==> src/rtl/mem_ctrl_pkg.sv <==
// Shared types and constants for the byte-serial RAM controller.
package mem_ctrl_pkg;

  typedef enum logic [1:0] {
    IDLE  = 2'd0,
    READ  = 2'd1,
    WRITE = 2'd2,
    DONE  = 2'd3
  } state_e;

  localparam logic [1:0] SZ_BYTE = 2'b00;
  localparam logic [1:0] SZ_HALF = 2'b01;
  localparam logic [1:0] SZ_WORD = 2'b10;

  localparam logic PORT_IF = 1'b0;
  localparam logic PORT_LS = 1'b1;

  // Both 2'b10 and 2'b11 mean a full word.
  function automatic logic [2:0] size_bytes(input logic [1:0] sz);
    case (sz)
      SZ_BYTE: return 3'd1;
      SZ_HALF: return 3'd2;
      default: return 3'd4;
    endcase
  endfunction

endpackage

==> src/rtl/mem_ctrl.sv <==
// Shares one 8-bit synchronous RAM between fetch and load/store ports,
// round-robin arbitrated, one byte per cycle, little-endian assembly.
module mem_ctrl
  import mem_ctrl_pkg::*;
#(
  parameter int ADDR_WIDTH = 17
) (
  input  logic                  clk_in,
  input  logic                  rst_in,
  input  logic                  clr_in,
  input  logic                  if_req_in,
  input  logic [31:0]           if_addr_in,
  output logic                  if_done_out,
  output logic [31:0]           if_data_out,
  input  logic                  ls_req_in,
  input  logic                  ls_we_in,
  input  logic [1:0]            ls_size_in,
  input  logic [31:0]           ls_addr_in,
  input  logic [31:0]           ls_wdata_in,
  output logic                  ls_done_out,
  output logic [31:0]           ls_rdata_out,
  output logic                  ram_en_out,
  output logic                  ram_r_nw_out,
  output logic [ADDR_WIDTH-1:0] ram_a_out,
  output logic [7:0]            ram_d_out,
  input  logic [7:0]            ram_d_in
);

  state_e                state_q;
  logic                  last_q;
  logic                  port_q;
  logic [2:0]            n_q;
  logic [2:0]            k_q;
  logic [ADDR_WIDTH-1:0] base_q;
  logic [31:0]           wdata_q;
  logic [31:0]           asm_q;
  logic                  ram_en_q;
  logic                  ram_rnw_q;
  logic [ADDR_WIDTH-1:0] ram_a_q;
  logic [7:0]            ram_d_q;
  logic                  if_done_q;
  logic [31:0]           if_data_q;
  logic                  ls_done_q;
  logic [31:0]           ls_rdata_q;

  logic                  gnt_if;
  logic                  gnt_ls;
  logic                  gnt_we;
  logic [31:0]           gnt_addr;
  logic [2:0]            k_inc;
  logic [ADDR_WIDTH-1:0] a_nxt;
  logic [7:0]            wbyte_nxt;
  logic [31:0]           asm_d;
  logic                  unused_addr_hi;

  // Fetch wins unless load/store is also asking and fetch was served last.
  always_comb begin
    gnt_if   = if_req_in && (!ls_req_in || last_q == PORT_LS);
    gnt_ls   = ls_req_in && !gnt_if;
    gnt_we   = gnt_ls && ls_we_in;
    gnt_addr = gnt_if ? if_addr_in : ls_addr_in;
    k_inc    = k_q + 3'd1;
    a_nxt    = base_q + ADDR_WIDTH'(k_inc);
    case (k_inc[1:0])
      2'd1:    wbyte_nxt = wdata_q[15:8];
      2'd2:    wbyte_nxt = wdata_q[23:16];
      2'd3:    wbyte_nxt = wdata_q[31:24];
      default: wbyte_nxt = wdata_q[7:0];
    endcase
    // Byte k-1 is on ram_d_in while address k is being issued.
    asm_d = asm_q;
    case (k_q)
      3'd1:    asm_d[7:0]   = ram_d_in;
      3'd2:    asm_d[15:8]  = ram_d_in;
      3'd3:    asm_d[23:16] = ram_d_in;
      3'd4:    asm_d[31:24] = ram_d_in;
      default: ;
    endcase
  end

  assign unused_addr_hi = ^gnt_addr[31:ADDR_WIDTH];

  always_ff @(posedge clk_in or negedge rst_in) begin
    if (!rst_in) begin
      state_q    <= IDLE;
      last_q     <= PORT_LS;
      port_q     <= PORT_IF;
      n_q        <= 3'd0;
      k_q        <= 3'd0;
      base_q     <= '0;
      wdata_q    <= '0;
      asm_q      <= '0;
      ram_en_q   <= 1'b0;
      ram_rnw_q  <= 1'b1;
      ram_a_q    <= '0;
      ram_d_q    <= '0;
      if_done_q  <= 1'b0;
      if_data_q  <= '0;
      ls_done_q  <= 1'b0;
      ls_rdata_q <= '0;
    end else begin
      if_done_q <= 1'b0;
      ls_done_q <= 1'b0;
      case (state_q)
        IDLE: begin
          if (!clr_in && (gnt_if || gnt_ls)) begin
            port_q    <= gnt_if ? PORT_IF : PORT_LS;
            last_q    <= gnt_if ? PORT_IF : PORT_LS;
            n_q       <= gnt_if ? 3'd4 : size_bytes(ls_size_in);
            base_q    <= gnt_addr[ADDR_WIDTH-1:0];
            wdata_q   <= ls_wdata_in;
            asm_q     <= '0;
            k_q       <= 3'd0;
            ram_en_q  <= 1'b1;
            ram_rnw_q <= !gnt_we;
            ram_a_q   <= gnt_addr[ADDR_WIDTH-1:0];
            if (gnt_we) ram_d_q <= ls_wdata_in[7:0];
            state_q   <= gnt_we ? WRITE : READ;
          end
        end
        READ: begin
          if (clr_in) begin
            ram_en_q  <= 1'b0;
            ram_rnw_q <= 1'b1;
            state_q   <= IDLE;
          end else begin
            asm_q <= asm_d;
            k_q   <= k_inc;
            if (k_q == n_q) begin
              if (port_q == PORT_IF) begin
                if_done_q <= 1'b1;
                if_data_q <= asm_d;
              end else begin
                ls_done_q  <= 1'b1;
                ls_rdata_q <= asm_d;
              end
              state_q <= DONE;
            end else if (k_inc == n_q) begin
              ram_en_q <= 1'b0;
            end else begin
              ram_a_q <= a_nxt;
            end
          end
        end
        WRITE: begin
          if (k_inc == n_q) begin
            ram_en_q  <= 1'b0;
            ram_rnw_q <= 1'b1;
            if (port_q == PORT_IF) if_done_q <= 1'b1;
            else                   ls_done_q <= 1'b1;
            state_q   <= DONE;
          end else begin
            k_q     <= k_inc;
            ram_a_q <= a_nxt;
            ram_d_q <= wbyte_nxt;
          end
        end
        DONE: state_q <= IDLE;
        default: state_q <= IDLE;
      endcase
    end
  end

  assign ram_en_out   = ram_en_q;
  assign ram_r_nw_out = ram_rnw_q;
  assign ram_a_out    = ram_a_q;
  assign ram_d_out    = ram_d_q;
  assign if_done_out  = if_done_q;
  assign if_data_out  = if_data_q;
  assign ls_done_out  = ls_done_q;
  assign ls_rdata_out = ls_rdata_q;

endmodule

==> config.mk <==
export PLATFORM = sky130hd
export DESIGN_NAME = mem_ctrl
export DESIGN_NICKNAME = d
export VERILOG_FILES = /design/src/rtl/mem_ctrl_pkg.sv /design/src/rtl/mem_ctrl.sv
export SDC_FILE = /design/constraint.sdc
export NUM_CORES = 1
export LEC_CHECK = 0
export BUFFER_PORTS_ARGS = -buffer_cell sky130_fd_sc_hd__buf_2
export CORE_MARGIN = 4
export CORE_UTILIZATION = 46
export DETAILED_ROUTE_END_ITERATION = 10
export GPL_ROUTABILITY_DRIVEN = 1
export PLACE_DENSITY = 0.69
export SLEW_MARGIN = 20
export SYNTH_ARGS = -nofsm -noshare
export SYNTH_HDL_FRONTEND = slang
export SYNTH_SLANG_ARGS = --single-unit
==> constraint.sdc <==
create_clock -name clk_in -period 2.65 [get_ports clk_in]
set_clock_uncertainty 0.2 [all_clocks]
set_input_delay 0.3975 -clock clk_in [delete_from_list [all_inputs] [get_ports clk_in]]
set_output_delay 0.3975 -clock clk_in [all_outputs]
set_load 0.03 [all_outputs]
## Word-level counts from Yosys, hierarchy flattened

Index checks and enable logic that the tools add are counted.

| storage, ports and cells | value |
|---|---|
| bits in registers | 184 |
| latch bits | 0 |
| memory bits (writable) | 0 |
| bits in read-only memories | 0 |
| input bits | 112 |
| memories | 0 |

| operators by class | value |
|---|---|
| $add $sub $neg | 2 |
| $mul | 0 |
| div/mod/pow operators | 0 |
| $lt $le $gt $ge | 0 |
| eq/ne operators | 22 |
| shifts and indexed selects | 0 |
| muxes and demuxes | 50 |
| bitwise operators | 2 |
| reduce and logical (&&, ||, !) cells | 25 |

Operators with widths:

| operator | number |
|---|---|
| 17-bit two-way mux | 5 |
| 32-bit two-way mux | 2 |
| 32-bit one-hot mux with 2 select lines | 1 |
| 8-bit two-way mux | 7 |
| 17-bit one-hot mux with 3 select lines | 1 |
| 8-bit one-hot mux with 3 select lines | 1 |
| 4-bit AND reduction | 6 |
| 17-bit by 3-bit adder with 17-bit output | 1 |
| 1-bit two-way mux | 16 |
| 8-bit one-hot mux with 2 select lines | 1 |
| 2-bit inequality test (second input constant) | 7 |
| 3-bit two-way mux | 4 |
| 2-bit two-way mux | 5 |
| 3-bit one-hot mux with 3 select lines | 1 |
| 3-bit AND reduction | 3 |
| 2-bit == test (second input constant) | 4 |
| 2-bit one-hot mux with 4 select lines | 1 |
| 2-bit by 1-bit == test with 1-bit output (second input constant) | 3 |
| 3-bit by 2-bit == test with 1-bit output (second input constant) | 2 |
| 3-bit == test | 2 |
| 3-bit inequality test (second input constant) | 2 |
| 1-bit one-hot mux with 3 select lines | 2 |
| 3-bit one-hot mux with 2 select lines | 1 |
| 1-bit logical AND | 4 |
| other kinds (11) | 19 |

## Longest topological paths before layout

Gate-level depths: netlist of the first run.

| logic depth | value |
|---|---|
| depth after elaboration | 9 |
| mapped depth | 9 |
| mapped depth without buffers | 9 |

## Worst setup path after synthesis of the first run

No wires, ideal clock.

| timing | value |
|---|---|
| path type | flip-flop to flip-flop |
| start point | register k_q[0] |
| end point | register ram_a_q[15] (netlist: ram_a_out[15]) |
| library setup time | 0.087 ns |
| data arrival time | 2.331 ns |
| slack | 0.032 ns |
| stages on the path, launching flop included | 10 |
| path buffers | 0 |
| path through | dfrtp_1 ha_1 ha_1 inv_1 ha_1 a21oi_1 a21oi_1 nand4_1 xor2_1 o211ai_1 |

| between the ends | value |
|---|---|
| cells in the longest elaborated chain, start to end | 6 |
| elaborated cells between the ends (all ways) | 10 |

Ends and longest elaborated chain:

| what | RTL line | RTL |
|---|---|---|
| start, declared | mem_ctrl.sv:33 | `logic [2:0] k_q;` |
| start signal, assigned | mem_ctrl.sv:128 | `k_q <= k_inc;` |
| start signal, assigned | mem_ctrl.sv:153 | `k_q <= k_inc;` |
| 3-bit by 1-bit adder with 3-bit output | mem_ctrl.sv:62 | `k_inc = k_q + 3'd1;` |
| 17-bit by 3-bit adder with 17-bit output or 3-bit == test (tied branches) | mem_ctrl.sv:63, mem_ctrl.sv:138, mem_ctrl.sv:146 |  |
| 17-bit two-way mux | mem_ctrl.sv:138, mem_ctrl.sv:146 |  |
| 17-bit two-way mux | mem_ctrl.sv:129 | `if (k_q == n_q) begin` |
| 17-bit two-way mux | mem_ctrl.sv:122 | `if (clr_in) begin` |
| 17-bit one-hot mux with 3 select lines | mem_ctrl.sv:104 | `case (state_q)` |
| end signal, assigned | mem_ctrl.sv:116 | `ram_a_q <= gnt_addr[ADDR_WIDTH-1:0];` |
| end signal, assigned | mem_ctrl.sv:141 | `ram_a_q <= a_nxt;` |
| end signal, assigned | mem_ctrl.sv:154 | `ram_a_q <= a_nxt;` |
| end, declared | mem_ctrl.sv:39 | `logic [ADDR_WIDTH-1:0] ram_a_q;` |

Parallel ways exist; a longest one is shown, timed or not. The select of a mux whose other input is x is not followed.
A chain may end at the register's enable or synchronous reset.

## Worst setup path after layout of the first run

| timing | value |
|---|---|
| start point | register k_q[0] |
| end point | register ram_a_q[13] (netlist: ram_a_out[13]) |

The elaborated chain is that of the path after synthesis.

==> results of run 1 <==
## timing repair
item	CTS	global route
setup buffers	0	1
resized for setup	1	10
endpoints found under the hold margin	90	0
hold buffers	34	0
cloned	0	0
endpoints found under the setup margin	1	20
## critical path: stages (launching register included)
cell,delay (ns)
dfrtp_1,0.40
ha_1,0.25
ha_4,0.24
xor2_1,0.15
and3_4,0.18
a2111o_1,0.43
buf_8,0.17
or3_1,0.35
o211ai_1,0.10
## worst min-delay path by stage
stage | slack (ns) | startpoint | cells past startpoint | end
after floorplan | -0.1 | rst_in | 0 | asm_q[0]$_DFFE_PN0P_
after global placement | 0.22 | rst_in | 1 | ls_rdata_out[23]$_DFFE_PN0P_
after detailed placement | 0.22 | rst_in | 1 | ls_rdata_out[21]$_DFFE_PN0P_
after CTS | 0.07 | if_addr_in[10] | 3 | base_q[10]$_DFFE_PN0P_
after global routing | 0.08 | if_addr_in[10] | 3 | base_q[10]$_DFFE_PN0P_
final | 0.09 | if_addr_in[10] | 3 | base_q[10]$_DFFE_PN0P_
## flip-flops by register name (all words and copies together), names as in the netlist
name / cells
if_data_out: 32
ls_rdata_out: 32
wdata_q: 32
ram_r_nw_out: 1
ram_a_out: 17
asm_q: 32
base_q: 17
last_q: 1
ram_d_out: 8
k_q: 3
state_q: 2
port_q: 1
ls_done_out: 1
n_q: 3
if_done_out: 1
ram_en_out: 1
## logic make-up after synthesis
family	Yosys count	share of synthesized area [%]
buffers and inverters	68	3.34
multiplexers	128	16.2
XOR/XNOR	15	1.49
flip-flops	184	52.4
AND/OR/NAND/NOR	239	11.4
adder cells (fa/ha/maj)	15	2.22
AO/OA/AOI/OAI	159	13.0
## stage by stage
step	area (µm²)	power [mW]	util, %	TNS (ns)	hold WS [ns]
2_1_floorplan	8800	9.64	-	0	-0.0981
3_3_place_gp	10100	11.5	53.7	0	0.220
3_5_place_dp	10100	11.7	53.7	0	0.218
4_1_cts	11000	14.3	58.7	0	0.0721
5_1_grt	11100	15.3	59.0	-0.170	0.0846
6_report	11100	14.3	59.0	0	0.0893
## layout by cell type (no fill, tap or decap), drive strengths merged, types with 5 or more instances in the layout
cell / count
a22o: 54
o21ai: 45
buf: 207
a222oi: 8
mux2i: 13
a21oi: 21
nand3: 12
clkinv: 6
nand2: 168
xnor2: 5
o31ai: 5
mux2: 115
o211ai: 9
xor2: 10
nor2: 29
dfrtp: 182
ha: 14
dlygate4sd3: 34
inv: 26
nand4: 5
clkbuf: 19
## report_power, final
group | switching, mW | internal [mW]
Sequential | 0.760 | 4.06
Combinational | 4.08 | 2.86
Clock | 1.13 | 1.42
Total | 5.98 | 8.34
## area by class of cell
type / count / area, µm² / area share [%]
Sequential cell: 184 / 4610 / 41.6
Multi-Input combinational cell: 556 / 3960 / 35.8
Timing Repair Buffer: 242 / 1550 / 13.9
Clock buffer: 18 / 439 / 3.96
Tap cell: 234 / 293 / 2.64
Clock inverter: 14 / 146 / 1.32
Inverter: 23 / 86.3 / 0.779
## per-layer routing
metal	global-route usage, %	vias up	routed length [µm]
li1	-	3280	-
met1	28.5	3253	9890
met3	4.13	23	913
met2	33.5	174	10400
met5	0	-	15
met4	4.75	4	283
==> results.md, run 1 <==
- Launch point of the worst reg-to-reg path: k_q[0]$_DFFE_PN0P_
- Ys flop type: dfrtp_1
- Leak Pwr: between 5 and 6 nW
- H-Tree Level Count: 4
- Post-layout net count: ~1.2k
- Total track usage: 20.5%
- # DRC: 0
- Count leader, synth: dfrtp_1
- Core area: approximately 19,000 µm²
- I/O pins: about 200
- Final setup fails: 0
- CTS Buf Count: 17
- Slew Viols, Final: 0
- Starting density of the core: a little under half
- Clock tree buffer depth: 2
- Finished Layout Cells: between 1k and 1.5k
- Final ANT Viol Nets: 0
- Root buf cell: clkbuf_16
- Post-Route WL: around 21,000 µm
- Largest net degree at the start of global routing: 67
- Clk sinks: approximately 180
- Syn_area_per_cell: roughly 11 µm²
- Initial antenna violation count: 2
- CTS tree: done
- Critical path class: reg2reg
- First-pass GRT wire length: 35,900 µm
- Vias in the first global route: a little under 7k
- Starting DRT DRC Count: 440
- Max cap viols: 0
- Outcome: completed
- Synth Warn #: 0
- Cell taking the most area after synthesis: dfrtp_1
- Seq cells post-synth: approximately 180
- Post-synth top cells: 182 x dfrtp_1, 168 x nand2_1, 112 x mux2_2
- Tmin final: roughly 2.6 ns
- Drt via density: 5.30
- Die W: 146 µm
- Final WS setup: 0.0797 ns
- Crit-path max FO: 20
- Reg2Reg Setup Slack: between 0.07 and 0.08 ns
- Num rows: 50
- Cell Area, Synth: between 8000 and 9000 µm²
- Peak VDD IR: just under 0.0006 V
- Layout cell share with drive strength beyond 1: 35.4%
- Die height: ~150 µm
- Vias: 6,734
- R2R depth: 8
- CP endpoint kind: flop
- Cells after DPL: roughly 1.2k
- Clock latency on the worst-skew pair: ~0.43 ns
- Final Cycle Share: between 90% and 100%
- Post-Syn Nets: a little over 900
- # port buffers: between 150 and 200
- Number of synthesized flops with an enable pin: 0
- Startpoint types: flop
- Routability cong.: between 0.8 and 0.9
- Worst-Margin Slew: approximately 0.57 ns
- CP startpoint: k_q[0]$_DFFE_PN0P_
- Synth cell types: 49
- Setup WS pre-CTS: 0.0237 ns
- HP Class: in2reg
- Mapped Cells: 808
- Post-DP HPWL: approximately 14,000 µm
- Ant. Diodes: 0
- Hold Vio Cnt, Final: 0
- WL/cell: ~17 µm
- Setup crit end: ram_a_out[13]$_DFFE_PN0P_
- FF-to-FF End: ram_a_out[13]$_DFFE_PN0P_
- Pre-antenna DRT Iters: 5
- Area delta synth->final: 25.9%
- Crit path DAT: between 2 and 3 ns
- Power Density: around 1300 nW/µm²
- Synth async-reset ratio: 100%
- Required time worst endpoint: about 2.8 ns
- Area fraction of the dominant cell type after synthesis: about half
- Total die area: between 20,000 and 25,000 µm²
- Synth area leaders: dfrtp_1 52%, mux2_2 14%, nand2_1 7.2%
- Grt total ovfl: 0
- Max Clk Rate: 0.389 GHz
- Slew HR: approximately three fifths
- Fillcell total: around 1.6k
- Share of the yosys chip area belonging to registers: a little over half
- CTS clk-pin slew, worst paths: around 0.07 ns
Power figures use the tool's default switching activity.
==> run 2: changes to the inputs <==
--- a/config.mk
+++ b/config.mk
@@ -10,6 +10,7 @@
 export CORE_UTILIZATION = 46
 export DETAILED_ROUTE_END_ITERATION = 10
 export GPL_ROUTABILITY_DRIVEN = 1
+export MAX_ROUTING_LAYER = met4
 export PLACE_DENSITY = 0.69
 export SLEW_MARGIN = 20
 export SYNTH_ARGS = -nofsm -noshare
==> results.md, run 2 (synthesis gave the netlist of run 1 again) <==
- Outcome: completed (unchanged)
- Initial antenna violation count: 2 (unchanged)
- Routability cong.: 0.830 (was 0.818)
- Critical Path Slowest Stage Cell: a2111o_1 (unchanged)
- Crit path DAT: 2.71 ns (about the same)
- Clock tree buffer depth: 2 (unchanged)
- Storage cell area: 4610 µm² (unchanged)
- Required time worst endpoint: 2.79 ns (about the same)
- Final setup fails: 0 (unchanged)
- Cells along the critical path: ha_1 > ha_4 > xor2_1 > and3_4 > a2111o_1 > buf_8 > or3_1 > o211ai_1 (unchanged)
- Critical path class: reg2reg (unchanged)
- Layout cell share with drive strength beyond 1: 35.4% (unchanged)
- WL/cell: 16.8 µm (was 16.9 µm)
- Vias in the first global route: 6,766 (was 6,772)
- Pre-antenna DRT Iters: 5 (unchanged)
- Starting density of the core: 46.9% (unchanged)
- # DRC: 0 (unchanged)
- Num rows: 50 (unchanged)
- Footprint of the multi-input gates: 3960 µm² (unchanged)
- Crit path largest cell delay: 0.43 ns (about the same)
- Final ANT Viol Nets: 0 (unchanged)
- Post-layout net count: 1,151 (unchanged)
- CTS clk-pin slew, worst paths: 0.07 ns (about the same)
- DP Area: 10,100 µm² (unchanged)
- Post-DP HPWL: 14,400 µm (unchanged)
- Post-Route WL: 21,400 µm (was 21,500 µm)
- CTS Buf Count: 17 (unchanged)
- Drt via density: 5.27 (was 5.30)
- Clock latency on the worst-skew pair: 0.43 ns (about the same)
- Cells after DPL: 1,204 (unchanged)
- Peak VDD IR: 0.000596 V (about the same)
- Grt total ovfl: 0 (unchanged)
- Area delta synth->final: 26.0% (was 25.9%)
- Crit-path max FO: 20 (unchanged)
- Max cap viols: 0 (unchanged)
- I/O pins: 205 (unchanged)
- Worst Path Buf+Inv: 1 (unchanged)
- H-Tree Level Count: 4 (unchanged)
- Slew Viols, Final: 0 (unchanged)
- Startpoint types: flop (unchanged)
- Most frequent cells in the layout: 182 x dfrtp_1, 173 x buf_2, 168 x nand2_1 (unchanged)
- Tmin final: 2.57 ns (about the same)
- Fillcell total: 1,600 (was 1,599)
- Max Clk Rate: 0.389 GHz (about the same)
- Crit path max-delay family: simple AND/OR/NAND/NOR gates (unchanged)
- Final Cycle Share: 97.0% (about the same)
- Hold Vio Cnt, Final: 0 (unchanged)
- Worst-Margin Slew: 0.580 ns (was 0.570 ns)
- Leak Pwr: 5.54 nW (about the same)
- Commonest non-fill, non-tap cell in the layout: dfrtp_1 (unchanged)
- First-pass GRT wire length: 35,900 µm (about the same)
- Vias: 6,710 (was 6,734)
- Starting DRT DRC Count: 421 (was 440)
- CTS tree: done (unchanged)
- CP endpoint kind: flop (unchanged)
- Power Density: 1290 nW/µm² (about the same)
- Hold slack: 0.0830 ns (was 0.0893 ns)
- Total die area: 21,400 µm² (unchanged)
- Hold Path Depth: 3 (unchanged)
- Total track usage: 21.2% (was 20.5%)
- Utilization after layout: 59.1% (was 59.0%)
- Slew HR: 61.2% (was 61.9%)
- R2R depth: 8 (unchanged)
- Largest net degree at the start of global routing: 67 (unchanged)
- Setup TNS: 0 ns (unchanged)
- CP Depth: 8 (unchanged)
- Clk sinks: 184 (unchanged)
- Core area: 18,800 µm² (unchanged)
- HP Class: in2reg (unchanged)
- Die height: 146 µm (unchanged)
- Die W: 146 µm (unchanged)
- Finished Layout Cells: 1,273 (was 1,271)
- Final instance area: 11,100 µm² (about the same)
- # port buffers: 174 (unchanged)
- Root buf cell: clkbuf_16 (unchanged)
## run 2: metal layers
layer | wire length (µm) | up-vias | GRT usage [%] | part of all wire, %
li1 | - | 3283 | - | -
met1 | 9840 | 3244 | 28.7 | 46
met2 | 10400 | 163 | 33.5 | 48
met3 | 880 | 20 | 3.85 | 4.1
met4 | 310 | 0 | 5.03 | 1.4
met5 | 0 | - | - | 0
## run 2: stage by stage
| step | worst slack [ns] | total power [mW] |
|---|---|---|
| global placement | 0.0431 | 11.5 |
| floorplan | 0.0324 | 9.64 |
| global route | -0.108 | 15.3 |
| finish | 0.0804 | 14.3 |
| detailed placement | 0.0237 | 11.7 |
| CTS | 0.0161 | 14.3 |
## run 2: worst paths after layout
kind                                                start                           end  slack, ns
max in group asynchronous                          rst_in      ram_r_nw_out$_DFFE_PN1P_       1.20
worst max register to register         k_q[0]$_DFFE_PN0P_     ram_a_out[13]$_DFFE_PN0P_       0.08
worst min-delay path                       if_addr_in[10]        base_q[10]$_DFFE_PN0P_       0.08
worst max-delay path                   k_q[0]$_DFFE_PN0P_     ram_a_out[13]$_DFFE_PN0P_       0.08
worst min register to register  ram_a_out[14]$_DFFE_PN0P_     ram_a_out[14]$_DFFE_PN0P_       0.27
min in group asynchronous                          rst_in  ls_rdata_out[23]$_DFFE_PN0P_       0.30
## run 2: repair_timing
item / in CTS / in global routing
endpoints found under the setup margin: 1 / 20
resized for setup: 1 / 10
hold endpoints to repair: 90 / 0
buffers inserted: 0 / 1
hold buffers: 34 / 0
## run 2: where the power goes
group          total [mW]  internal [mW]  switching [mW]
combinational        6.94           2.86            4.08
sequential           4.82           4.06           0.760
clock                2.55           1.42            1.13
total                14.3           8.34            5.97
## run 2: layout make-up
type                            count  share of cell area, %
Sequential cell                   184                   41.6
Multi-Input combinational cell    556                   35.7
Timing Repair Buffer              242                   13.9
Clock buffer                       18                   3.96
Tap cell                          234                   2.64
Clock inverter                     14                   1.32
Inverter                           23                  0.779
Antenna cell                        2                 0.0452
## run 2: worst min-delay path: cells and delay by family
| family | cells | cell delay, ns |
|---|---|---|
| compound gates | 1 | 0.14 |
| buf+inv | 1 | 0.07 |
| mux | 1 | 0.07 |
==> run 3: changes to the inputs <==
--- a/config.mk
+++ b/config.mk
@@ -7,11 +7,11 @@
 export LEC_CHECK = 0
 export BUFFER_PORTS_ARGS = -buffer_cell sky130_fd_sc_hd__buf_2
 export CORE_MARGIN = 4
-export CORE_UTILIZATION = 46
+export CORE_UTILIZATION = 45
 export DETAILED_ROUTE_END_ITERATION = 10
 export GPL_ROUTABILITY_DRIVEN = 1
 export MAX_ROUTING_LAYER = met4
-export PLACE_DENSITY = 0.69
+export PLACE_DENSITY = 0.67
 export SLEW_MARGIN = 20
 export SYNTH_ARGS = -nofsm -noshare
 export SYNTH_HDL_FRONTEND = slang
==> results.md, run 3 (synthesis gave the netlist of run 1 again) <==
- Outcome: completed (unchanged)
- Root buf cell: clkbuf_16 (unchanged)
- Crit path DAT: 2.68 ns (was 2.71 ns)
- Clock latency on the worst-skew pair: 0.43 ns (about the same)
- Largest net degree at the start of global routing: 68 (was 67)
- Total die area: 21,900 µm² (was 21,400 µm²)
- Final ANT Viol Nets: 0 (unchanged)
- Worst-Margin Slew: 0.613 ns (was 0.580 ns)
- CTS tree: done (unchanged)
- Post-layout net count: 1,154 (was 1,151)
- Utilization after layout: 59.2% (was 59.1%)
- Worst Path Buf+Inv: 1 (unchanged)
- Unrepaired setup endpoints after global routing: false
- First-pass GRT wire length: 35,300 µm (was 35,900 µm)
- Clock tree buffer depth: 2 (unchanged)
- Footprint of the multi-input gates: 3960 µm² (about the same)
- Crit path largest cell delay: 0.40 ns (was 0.43 ns)
- Routability cong.: 0.777 (was 0.830)
- Die W: 148 µm (was 146 µm)
- Grt total ovfl: 0 (unchanged)
- Leak Pwr: 5.60 nW (was 5.54 nW)
- Final Cycle Share: 95.8% (was 97.0%)
- CTS Buf Count: 17 (unchanged)
- Num rows: 50 (unchanged)
- Cells after DPL: 1,234 (was 1,204)
- Max cap viols: 0 (unchanged)
- H-Tree Level Count: 4 (unchanged)
- Critical Path Slowest Stage Cell: dfrtp_1 (was a2111o_1)
- Post-DP HPWL: 14,600 µm (was 14,400 µm)
- Setup TNS: 0 ns (unchanged)
- Layout cell share with drive strength beyond 1: 35.9% (was 35.4%)
- I/O pins: 205 (unchanged)
- Crit path max-delay family: simple AND/OR/NAND/NOR gates (unchanged)
- Drt via density: 5.14 (was 5.27)
- # port buffers: 174 (unchanged)
- Starting density of the core: 46.4% (was 46.9%)
- Slew Viols, Final: 0 (unchanged)
- Initial antenna violation count: 1 (was 2)
- Post-Route WL: 21,500 µm (was 21,400 µm)
- Cells along the critical path: ha_2 > ha_4 > xor2_1 > and3_4 > a2111o_1 > buf_4 > or3_1 > o211ai_1 (was ha_1 > ha_4 > xor2_1 > and3_4 > a2111o_1 > buf_8 > or3_1 > o211ai_1)
- Core area: 19,000 µm² (was 18,800 µm²)
- Die height: 148 µm (was 146 µm)
- Tmin final: 2.54 ns (was 2.57 ns)
- Commonest non-fill, non-tap cell in the layout: dfrtp_1 (unchanged)
- Starting DRT DRC Count: 503 (was 421)
- CTS clk-pin slew, worst paths: 0.07 ns (about the same)
- Most frequent cells in the layout: 182 x dfrtp_1, 173 x buf_2, 168 x nand2_1 (unchanged)
- Clk sinks: 184 (unchanged)
- Slew HR: 59.1% (was 61.2%)
- Hold slack: 0.0797 ns (was 0.0830 ns)
- Finished Layout Cells: 1,301 (was 1,273)
- Vias: 6,685 (was 6,710)
- CP endpoint kind: flop (unchanged)
- Power Density: 1310 nW/µm² (was 1290 nW/µm²)
- HP Class: in2reg (unchanged)
- CP startpoint: k_q[1]$_DFFE_PN0P_ (was k_q[0]$_DFFE_PN0P_)
- Storage cell area: 4610 µm² (unchanged)
- Hold Vio Cnt, Final: 0 (unchanged)
- Fillcell total: 1,629 (was 1,600)
- Setup WS pre-CTS: -0.0476 ns (was 0.0237 ns)
- WL/cell: 16.5 µm (was 16.8 µm)
- Total track usage: 20.5% (was 21.2%)
- Peak VDD IR: 0.000592 V (was 0.000596 V)
- Pre-antenna DRT Iters: 7 (was 5)
- Final WS setup: 0.112 ns (was 0.0804 ns)
- Area delta synth->final: 27.5% (was 26.0%)
- Min-delay src: ls_size_in[1] (was if_addr_in[10])
- Critical path class: reg2reg (unchanged)
- Vias in the first global route: 6,745 (was 6,766)
- Startpoint types: flop (unchanged)
- Max Clk Rate: 0.394 GHz (was 0.389 GHz)
- Required time worst endpoint: 2.80 ns (was 2.79 ns)
- Crit-path max FO: 16 (was 20)
- Final setup fails: 0 (unchanged)
- Launch point of the worst reg-to-reg path: k_q[1]$_DFFE_PN0P_ (was k_q[0]$_DFFE_PN0P_)
- # DRC: 0 (unchanged)
- # Post-CTS Setup Buffers: 0 (unchanged)
run 3: cell types whose count changed in the layout (fill, tap and decap cells not counted), moves of 2 or more:
cell,change
buf_4,+5
clkinv_2,-4
bufinv_16,+4
o21ai_1,-2
run 3: path summary, 6_finish.rpt:
check,endpoint,slack [ns],depth (start not counted)
worst max register to register,ram_a_out[13]$_DFFE_PN0P_,0.11,8
worst max-delay path,ram_a_out[13]$_DFFE_PN0P_,0.11,8
worst min-delay path,n_q[1]$_DFFE_PN0P_,0.08,3
max in group asynchronous,ls_rdata_out[4]$_DFFE_PN0P_,1.29,3
min in group asynchronous,ls_rdata_out[22]$_DFFE_PN0P_,0.26,2
worst min register to register,ram_a_out[3]$_DFFE_PN0P_,0.27,2
run 3: timing repair:
item	in CTS	in global routing
endpoints found under the hold margin	72	0
pin swaps	0	3
gates resized for setup	2	9
hold buffers	34	0
endpoints found under the setup margin	3	10
run 3: metrics by stage:
stage / power [mW] / cell area (µm²)
after floorplan: 9.64 / 8800
after global routing: 15.7 / 11200
after CTS: 14.8 / 11200
after detailed placement: 11.7 / 10100
final: 14.7 / 11200
after global placement: 11.6 / 10100
run 3: final cells by class:
class	count	area share, %
tap	260	2.90
antenna	1	0.0223
clock buffer	17	3.79
clock inverter	15	2.38
inverter	23	0.770
timing repair buffer	245	13.8
sequential	184	41.1
multi-input combinational	556	35.3
run 3: routing by layer:
layer	share of wire, %	vias up	wire length [µm]	GRT usage [%]
met2	48	148	10300	32.8
met1	47	3221	10100	27.7
li1	-	3300	-	-
met5	0	-	0	-
met3	4.2	16	896	4.05
met4	0.76	0	163	3.79
run 3: power breakdown:
group,leakage (nW),switching [mW],internal [mW]
clock,0.329,1.16,1.80
sequential,2.35,0.751,4.06
combinational,2.92,4.08,2.88
total,5.60,6.00,8.73
run 3: tightest hold or removal path: cells and delay by family:
| kind | cells | cell delay, ns |
|---|---|---|
| AOI/OAI and AO/OA | 1 | 0.08 |
| buffers and inverters | 1 | 0.07 |
| and+or+nand+nor | 1 | 0.12 |
